==> config.mk <==
export PLATFORM = sky130hd
export DESIGN_NAME = rename_map_table
export DESIGN_NICKNAME = d
export VERILOG_FILES = /design/src/rtl/rename_map_table_pkg.sv /design/src/rtl/rename_map_table_pipe_reg.sv /design/src/rtl/rename_map_table.sv
export SDC_FILE = /design/constraint.sdc
export NUM_CORES = 1
export LEC_CHECK = 0
export CAP_MARGIN = 0
export CORE_ASPECT_RATIO = 1.1
export CORE_MARGIN = 2
export CORE_UTILIZATION = 40
export CTS_BUF_LIST = sky130_fd_sc_hd__clkbuf_4
export DETAILED_ROUTE_END_ITERATION = 10
export SYNTH_ARGS = -nofsm -noshare
export SYNTH_HDL_FRONTEND = slang
export SYNTH_SLANG_ARGS = --single-unit
==> constraint.sdc <==
create_clock -name clk -period 5.36 [get_ports clk]
set_input_delay 1.072 -clock clk [delete_from_list [all_inputs] [get_ports clk]]
set_output_delay 1.072 -clock clk [all_outputs]
set_load 0.005 [all_outputs]
==> src/rtl/rename_map_table_pkg.sv <==
// Shared rename types (package rename_pkg): areg/preg widths and the renamed-uop record
// consumed by the free list and the ROB.
package rename_pkg;

  localparam int unsigned AREG_WIDTH = 5;
  localparam int unsigned NUM_AREGS  = 32;
  localparam int unsigned PREG_WIDTH = 6;

  typedef logic [AREG_WIDTH-1:0] areg_t;
  typedef logic [PREG_WIDTH-1:0] preg_t;

  typedef struct packed {
    preg_t prs1;
    preg_t prs2;
    preg_t prd;
    preg_t old_prd;
    logic  is_branch;
  } renamed_uop_t;

  // x0 is hardwired to p0 and never receives a new physical register.
  function automatic logic needs_rename(input logic rd_we, input areg_t rd);
    return rd_we && (rd != '0);
  endfunction

endpackage

==> src/rtl/rename_map_table_pipe_reg.sv <==
// One-entry valid/ready output register with flush; the data is held while stalled.
module rename_pipe_reg #(
  parameter int unsigned W = 1
) (
  input  logic         clk,
  input  logic         reset,
  input  logic         flush,
  input  logic         load,
  input  logic [W-1:0] in_data,
  input  logic         out_ready,
  output logic         out_valid,
  output logic [W-1:0] out_data
);

  always_ff @(posedge clk) begin
    if (reset) begin
      out_valid <= 1'b0;
      out_data  <= '0;
    end else if (flush) begin
      out_valid <= 1'b0;
    end else if (load) begin
      out_valid <= 1'b1;
      out_data  <= in_data;
    end else if (out_ready) begin
      out_valid <= 1'b0;
    end
  end

endmodule

==> src/rtl/rename_map_table.sv <==
// Register rename map with a single branch checkpoint and a one-entry output register.
// Optional RENAME_PERF_CNT_EN adds saturating free-list / checkpoint stall counters.
module rename_map_table
  import rename_pkg::*;
#(
  parameter int unsigned PREG_WIDTH = rename_pkg::PREG_WIDTH,
  parameter int unsigned NUM_AREGS  = rename_pkg::NUM_AREGS
) (
  input  logic                  clk,
  input  logic                  reset,
  input  logic                  in_valid,
  output logic                  in_ready,
  input  logic [4:0]            in_rs1,
  input  logic [4:0]            in_rs2,
  input  logic [4:0]            in_rd,
  input  logic                  in_rd_we,
  input  logic                  in_is_branch,
  output logic                  out_valid,
  input  logic                  out_ready,
  output logic [PREG_WIDTH-1:0] out_prs1,
  output logic [PREG_WIDTH-1:0] out_prs2,
  output logic [PREG_WIDTH-1:0] out_prd,
  output logic [PREG_WIDTH-1:0] out_old_prd,
  output logic                  out_is_branch,
  output logic                  alloc_req,
  input  logic [PREG_WIDTH-1:0] alloc_preg,
  input  logic                  alloc_valid,
  output logic                  is_branch_dispatch,
  input  logic                  branch_mispredict,
  input  logic                  branch_resolve
`ifdef RENAME_PERF_CNT_EN
  ,
  output logic [31:0]           perf_stall_freelist,
  output logic [31:0]           perf_stall_ckpt
`endif
);

  localparam int unsigned UOP_W = 4 * PREG_WIDTH + 1;

  logic [PREG_WIDTH-1:0] map      [NUM_AREGS];
  logic [PREG_WIDTH-1:0] map_next [NUM_AREGS];
  logic [PREG_WIDTH-1:0] ckpt_map [NUM_AREGS];
  logic                  ckpt_busy;

  logic                  needs_rd;
  logic                  can_out;
  logic                  accept;
  logic [PREG_WIDTH-1:0] new_prd;
  logic [PREG_WIDTH-1:0] old_prd;
  logic [UOP_W-1:0]      uop_in;
  logic [UOP_W-1:0]      uop_out;

  assign needs_rd = needs_rename(in_rd_we, in_rd);
  assign can_out  = !out_valid || out_ready;

  assign in_ready = !reset && !branch_mispredict && can_out
                 && (!needs_rd || alloc_valid)
                 && !(in_is_branch && ckpt_busy);

  assign accept             = in_valid && in_ready;
  assign alloc_req          = accept && needs_rd;
  assign is_branch_dispatch = accept && in_is_branch;

  assign new_prd = needs_rd ? alloc_preg  : '0;
  assign old_prd = needs_rd ? map[in_rd]  : '0;
  assign uop_in  = {map[in_rs1], map[in_rs2], new_prd, old_prd, in_is_branch};

  // The checkpoint captures the map including the branch's own rd write,
  // keeping it aligned with the free list's head+1 shadow pointer.
  always_comb begin
    map_next = map;
    if (alloc_req) begin
      map_next[in_rd] = alloc_preg;
    end
  end

  always_ff @(posedge clk) begin
    if (reset) begin
      for (int unsigned i = 0; i < NUM_AREGS; i++) begin
        map[i]      <= PREG_WIDTH'(i);
        ckpt_map[i] <= PREG_WIDTH'(i);
      end
      ckpt_busy <= 1'b0;
    end else if (branch_mispredict) begin
      map       <= ckpt_map;
      ckpt_busy <= 1'b0;
    end else begin
      map <= map_next;
      if (is_branch_dispatch) begin
        ckpt_map  <= map_next;
        ckpt_busy <= 1'b1;
      end else if (branch_resolve) begin
        ckpt_busy <= 1'b0;
      end
    end
  end

  rename_pipe_reg #(
    .W (UOP_W)
  ) u_pipe_reg (
    .clk       (clk),
    .reset     (reset),
    .flush     (branch_mispredict),
    .load      (accept),
    .in_data   (uop_in),
    .out_ready (out_ready),
    .out_valid (out_valid),
    .out_data  (uop_out)
  );

  assign {out_prs1, out_prs2, out_prd, out_old_prd, out_is_branch} = uop_out;

  mispredict_needs_ckpt : assert property (
    @(posedge clk) disable iff (reset) branch_mispredict |-> ckpt_busy
  ) else $error("rename_map_table: branch_mispredict with no checkpoint held");

`ifdef RENAME_PERF_CNT_EN
  always_ff @(posedge clk) begin
    if (reset) begin
      perf_stall_freelist <= '0;
      perf_stall_ckpt     <= '0;
    end else begin
      if (in_valid && needs_rd && !alloc_valid && can_out && perf_stall_freelist != '1) begin
        perf_stall_freelist <= perf_stall_freelist + 32'd1;
      end
      if (in_valid && in_is_branch && ckpt_busy && perf_stall_ckpt != '1) begin
        perf_stall_ckpt <= perf_stall_ckpt + 32'd1;
      end
    end
  end
`endif

endmodule

# Word level (Yosys, flattened, before mapping)

Cells that the tools add are included.

Word-level logic and storage cells: 118
Input bits: 30
Register bits after elaboration: 411
Memories: 0
Output and inout port bits: 29
Bits in read-only memories: 0
Memory bits (writable): 0
Bits in latches: 0

Shift operators: 0
$add $sub $neg: 0
Bitwise operators: 4
Div/mod/pow operators: 0
Muxes and demuxes: 20
Reduce and logical (&&, ||, !) cells: 23
Equal/unequal tests: 0
Order comparisons: 4
Multipliers: 0

Operator list:

| kind               | number |
|---|---|
| $mux 192           | 2 |
| $bwmux 192         | 1 |
| $bmux 6 s5         | 3 |
| $mux 6             | 9 |
| $demux 6 s5        | 1 |
| $ge 6x6->1 const B | 3 |
| $not 5->6          | 3 |
| $logic_and 1x1->1  | 10 |
| $lt 6x1->1 const B | 1 |
| $logic_not 1->1    | 5 |
| $reduce_bool 5->1  | 1 |
| $mux 1             | 4 |
| $reduce_and 2->1   | 2 |
| $reduce_bool 2->1  | 2 |
| $logic_or 1x1->1   | 2 |
| $reduce_or 2->1    | 1 |
| $not 1->1          | 1 |

# Longest topological paths before layout

Word-level depth: 10
Gate-level depth with buffers: 10
Gate-level depth less buffers: 5

# Modules after synthesis

From an unflattened synthesis, not the netlist that was laid out.

Cell total of the unflattened synthesis: 2240
Area, all modules: 21369.2 um^2

By module, submodules not included:

| module           | cells an instance | area each (um^2) | sequential area each (um^2) | instances |
|---|---|---|---|---|
| rename_map_table | 2124              | 20114.3          | 7707.4                      | 1 |
| rename_pipe_reg  | 116               | 1255.0           | 520.5                       | 1 |

# Worst setup path before layout

No wires, ideal clock.

Kind: input port to output port
Start point: input in_rd[4]
End point: output is_branch_dispatch
Buffers on the path: 4
Arrival time: 2.489 ns
Stages on the path: 7
Path slack: 1.799 ns
Data required time: 4.288 ns
Cells stage by stage: or3_1 > buf_6 > o211a_1 > and3b_1 > buf_4 > buf_2 > buf_2

Longest elaborated chain between the ends: 8

Ends and longest elaborated chain:

| what               | line                       | RTL |
|---|---|---|
| start: declaration | rename_map_table.sv:15     | `input logic [4:0] in_rd,` |
| $reduce_bool 5->1  | rename_map_table_pkg.sv:22 | `return rd_we && (rd != '0);` |
| $logic_and 1x1->1  | rename_map_table_pkg.sv:22 |  |
| $logic_not 1->1    | rename_map_table.sv:57     | `&& (!needs_rd \|\| alloc_valid)` |
| $logic_or 1x1->1   | rename_map_table.sv:57     |  |
| $logic_and 1x1->1  | rename_map_table.sv:57     |  |
| $logic_and 1x1->1  | rename_map_table.sv:58     | `&& !(in_is_branch && ckpt_busy);` |
| $logic_and 1x1->1  | rename_map_table.sv:60     | `assign accept = in_valid && in_ready;` |
| $logic_and 1x1->1  | rename_map_table.sv:62     | `assign is_branch_dispatch = accept && in_is_branch;` |
| end: declaration   | rename_map_table.sv:28     | `output logic is_branch_dispatch,` |

Every way passes these cells.

# Final worst setup path

Same ends and word-level chain as after synthesis.

==> impl_metrics.csv <==
group,metric,value,unit
synthesis,avgSynthCellArea,10.31,um2
die,dieArea,53390,um2
clocking,ctsResizeCount,0,
routing,drc,0,
place,place_area,21400,um2
global_route,grt_overflow_total,0,
synthesis,yosysTopAreaCell,"dfxtp_1",
die,die_x,220.5,um
outcome,status,"finished, final reports clean",
min_path,hold_class,"flip-flop to flip-flop",
sta,finalSetupViolations,0,
routing,drtIter0Drc,1482,
synthesis,synth_area_leaders,"dfxtp_1 (40%), mux4_2 (15%), mux2i_1 (11%)",
routing,wirelength,63110,um
cells_and_area,layout-drive-gt1-share,0.1880,
sta,whs,481.6,ps
sta,finalCritPeriodShare,0.8939,
sta,fin_tns_setup,0,ps
clocking,clkSlewWorstSetupHoldPaths,70,ps
power_and_ir_drop,irDropWorstVdd,0.1519,mV
place,gp_congestion,0.9553,
synthesis,synthCells,2000,
clocking,post-cts-setup-buffers,0,
sta,skew,51.66,ps
synthesis,ys_seq_area_frac,0.3990,
cells_and_area,final_nets,2018,
worst_setup_path,startpoint_type,"input pin",
routing,ant_nets,0,
clocking,cts-buffers-inserted,102,
global_route,grt_pass1_wl,96140,um
synthesis,yosysTopAreaCellShare,0.3990,
sta,maxSlewViolCount,0,
cells_and_area,postLayoutCellArea,22600,um2
sta,layout_min_cycle_time,4791,ps
clocking,clk_path_buf_depth,3,
global_route,grt_max_degree,168,
power_and_ir_drop,power,6459,uW
routing,dr.pass1.iters,5,
routing,via_count,16725,
clocking,cts-root-buf,"clkbuf_4",
die,rows,87,
clocking,cts_tree,"yes",
clocking,clk_latency,830,ps
global_route,antenna_found_initial,4,
synthesis,yosys_warnings,0,
worst_setup_path,worstPathMaxFanout,15,
sta,tightest_slew,1084,ps
routing,wl_met2,28270,um
synthesis,async_reset_ff_frac,0,
sta,postLayoutSetupSlackWorst,568.6,ps
die,coreArea,51050,um2
worst_setup_path,cp-end-kind,"output pin",
clocking,htree_levels,3,
place,dp_hpwl,40960,um
min_path,worstHoldStart,"ckpt_map[59]$_SDFFE_PP0P_",
global_route,first_global_vias,15999,
synthesis,ys_types,54,
clocking,clkSinkCount,411,
routing,wl_met3,5189,um
sta,rsz0062_at_grt,"false",
synthesis,synth_edf_count,0,
synthesis,ys_ff_latch,411,
worst_setup_path,timing.rr.start,"ckpt_busy$_SDFFE_PP0P_",
worst_setup_path,worst-endpoint-arrival,3720,ps
die,io-pin-count,59,
cells_and_area,area_delta_synth_final,9.611,%
power_and_ir_drop,p_leak,0.007905,uW
sta,fmax,0.2087,GHz
synthesis,syn_nets,2030,
clocking,cts_hold_buffers,0,
routing,routedWlPerCell,23.17,um
sta,relSlewSlack,0.2765,
worst_setup_path,worstSetupPathType,"input pin to output pin",
synthesis,ys.flop_type,"dfxtp_1",
synthesis,netlist_area,20620,um2
global_route,gr-usage-all-layers,0.2339,
routing,vias_per_cell,6.140,
place,place_ws,630.3,ps
die,start_util,0.4039,
place,io_buffers,58,
routing,wl_met1,26160,um
sta,hold_violations,0,
worst_setup_path,crit_required,4290,ps
job,drv_cap,0,
die,chipHeight,242.1,um
power_and_ir_drop,cellPowerDensity,285.8,nW/um2
worst_setup_path,startpoint,"in_rd[4]",
routing,highest_layer,"met5",
==> final cells by class <==
class                           instances  area [um2]
Clock buffer                          149        1119
Timing Repair Buffer                   94       865.8
Clock inverter                         20       76.32
Tap cell                              667       834.6
Multi-Input combinational cell       1364       11410
Fill cell                            4813       28450
Inverter                               15       63.81
Sequential cell                       411        8228
Antenna cell                            4       10.01
==> cells in the mapped netlist, drive strengths merged (6+ instances only) <==
library cell,count
dfxtp,411
nor2,273
mux2i,236
a211oi,224
nor3,185
a21oi,166
mux4,139
clkbuf,126
buf,84
a22oi,23
a221oi,20
nand2,16
inv,14
o21ai,9
nand3b,8
and2,7
a22o,6
==> flip-flops by register name (all words and copies together) (netlist names) <==
register and count:
u_pipe_reg.out_data 25, ckpt_map 192, map 192, ckpt_busy 1, u_pipe_reg.out_valid 1
==> cells by family after synthesis <==
family | share of synthesized area
AND/OR/NAND/NOR | 0.1283
flip-flops | 0.3990
multiplexers | 0.2685
AO/OA/AOI/OAI | 0.1557
buffers and inverters | 0.04854
==> cell usage in the layout (no fill, tap or decap), types with 23 or more instances in the layout <==
| cell type | n |
|---|---|
| dfxtp_1 | 411 |
| nor2_1 | 271 |
| mux2i_1 | 236 |
| a211oi_1 | 223 |
| a21oi_1 | 166 |
| nor3_1 | 161 |
| clkbuf_4 | 149 |
| mux4_2 | 139 |
| clkdlybuf4s50_1 | 50 |
| buf_4 | 36 |
| nor3_4 | 24 |
| a22oi_1 | 23 |
==> worst paths after layout <==
kind              depth (start not counted)                    endpoint  slack, ps
setup / recovery                          5          is_branch_dispatch        570
hold / removal                            2          map[59]$_SDFF_PP0_        480
setup reg to reg                          7  ckpt_map[112]$_SDFFE_PP0P_       2610
hold reg to reg                           2          map[59]$_SDFF_PP0_        480
==> routing by layer <==
metal / GRT usage / up-vias
met5: 0 / -
met4: 0.1271 / 4
met3: 0.05662 / 173
met2: 0.3504 / 761
met1: 0.3097 / 8177
li1: - / 7610
==> worst max-delay path: stages <==
cell and delay, ps:
clkdlybuf4s50_1 670, or3_1 680, o211a_1 330, and3b_4 420, clkdlybuf4s50_1 540
==> where the power goes <==
part	leakage (uW)	internal (uW)	switching, uW	total, uW
registers	0.00334	3130	69.4	3200
logic	0.00383	278	452	730
clock network	0.000730	1260	1270	2530
total	0.00790	4660	1800	6460
==> through the flow <==
| step | utilization | std cells |
|---|---|---|
| final | 0.4428 | 2724 |
| after global routing | 0.4426 | 2721 |
| after CTS | 0.4426 | 2720 |
| after detailed placement | 0.4192 | 2551 |
| after global placement | 0.4192 | 2551 |
| after floorplan | - | 2000 |
Power figures use the tool's default switching activity.
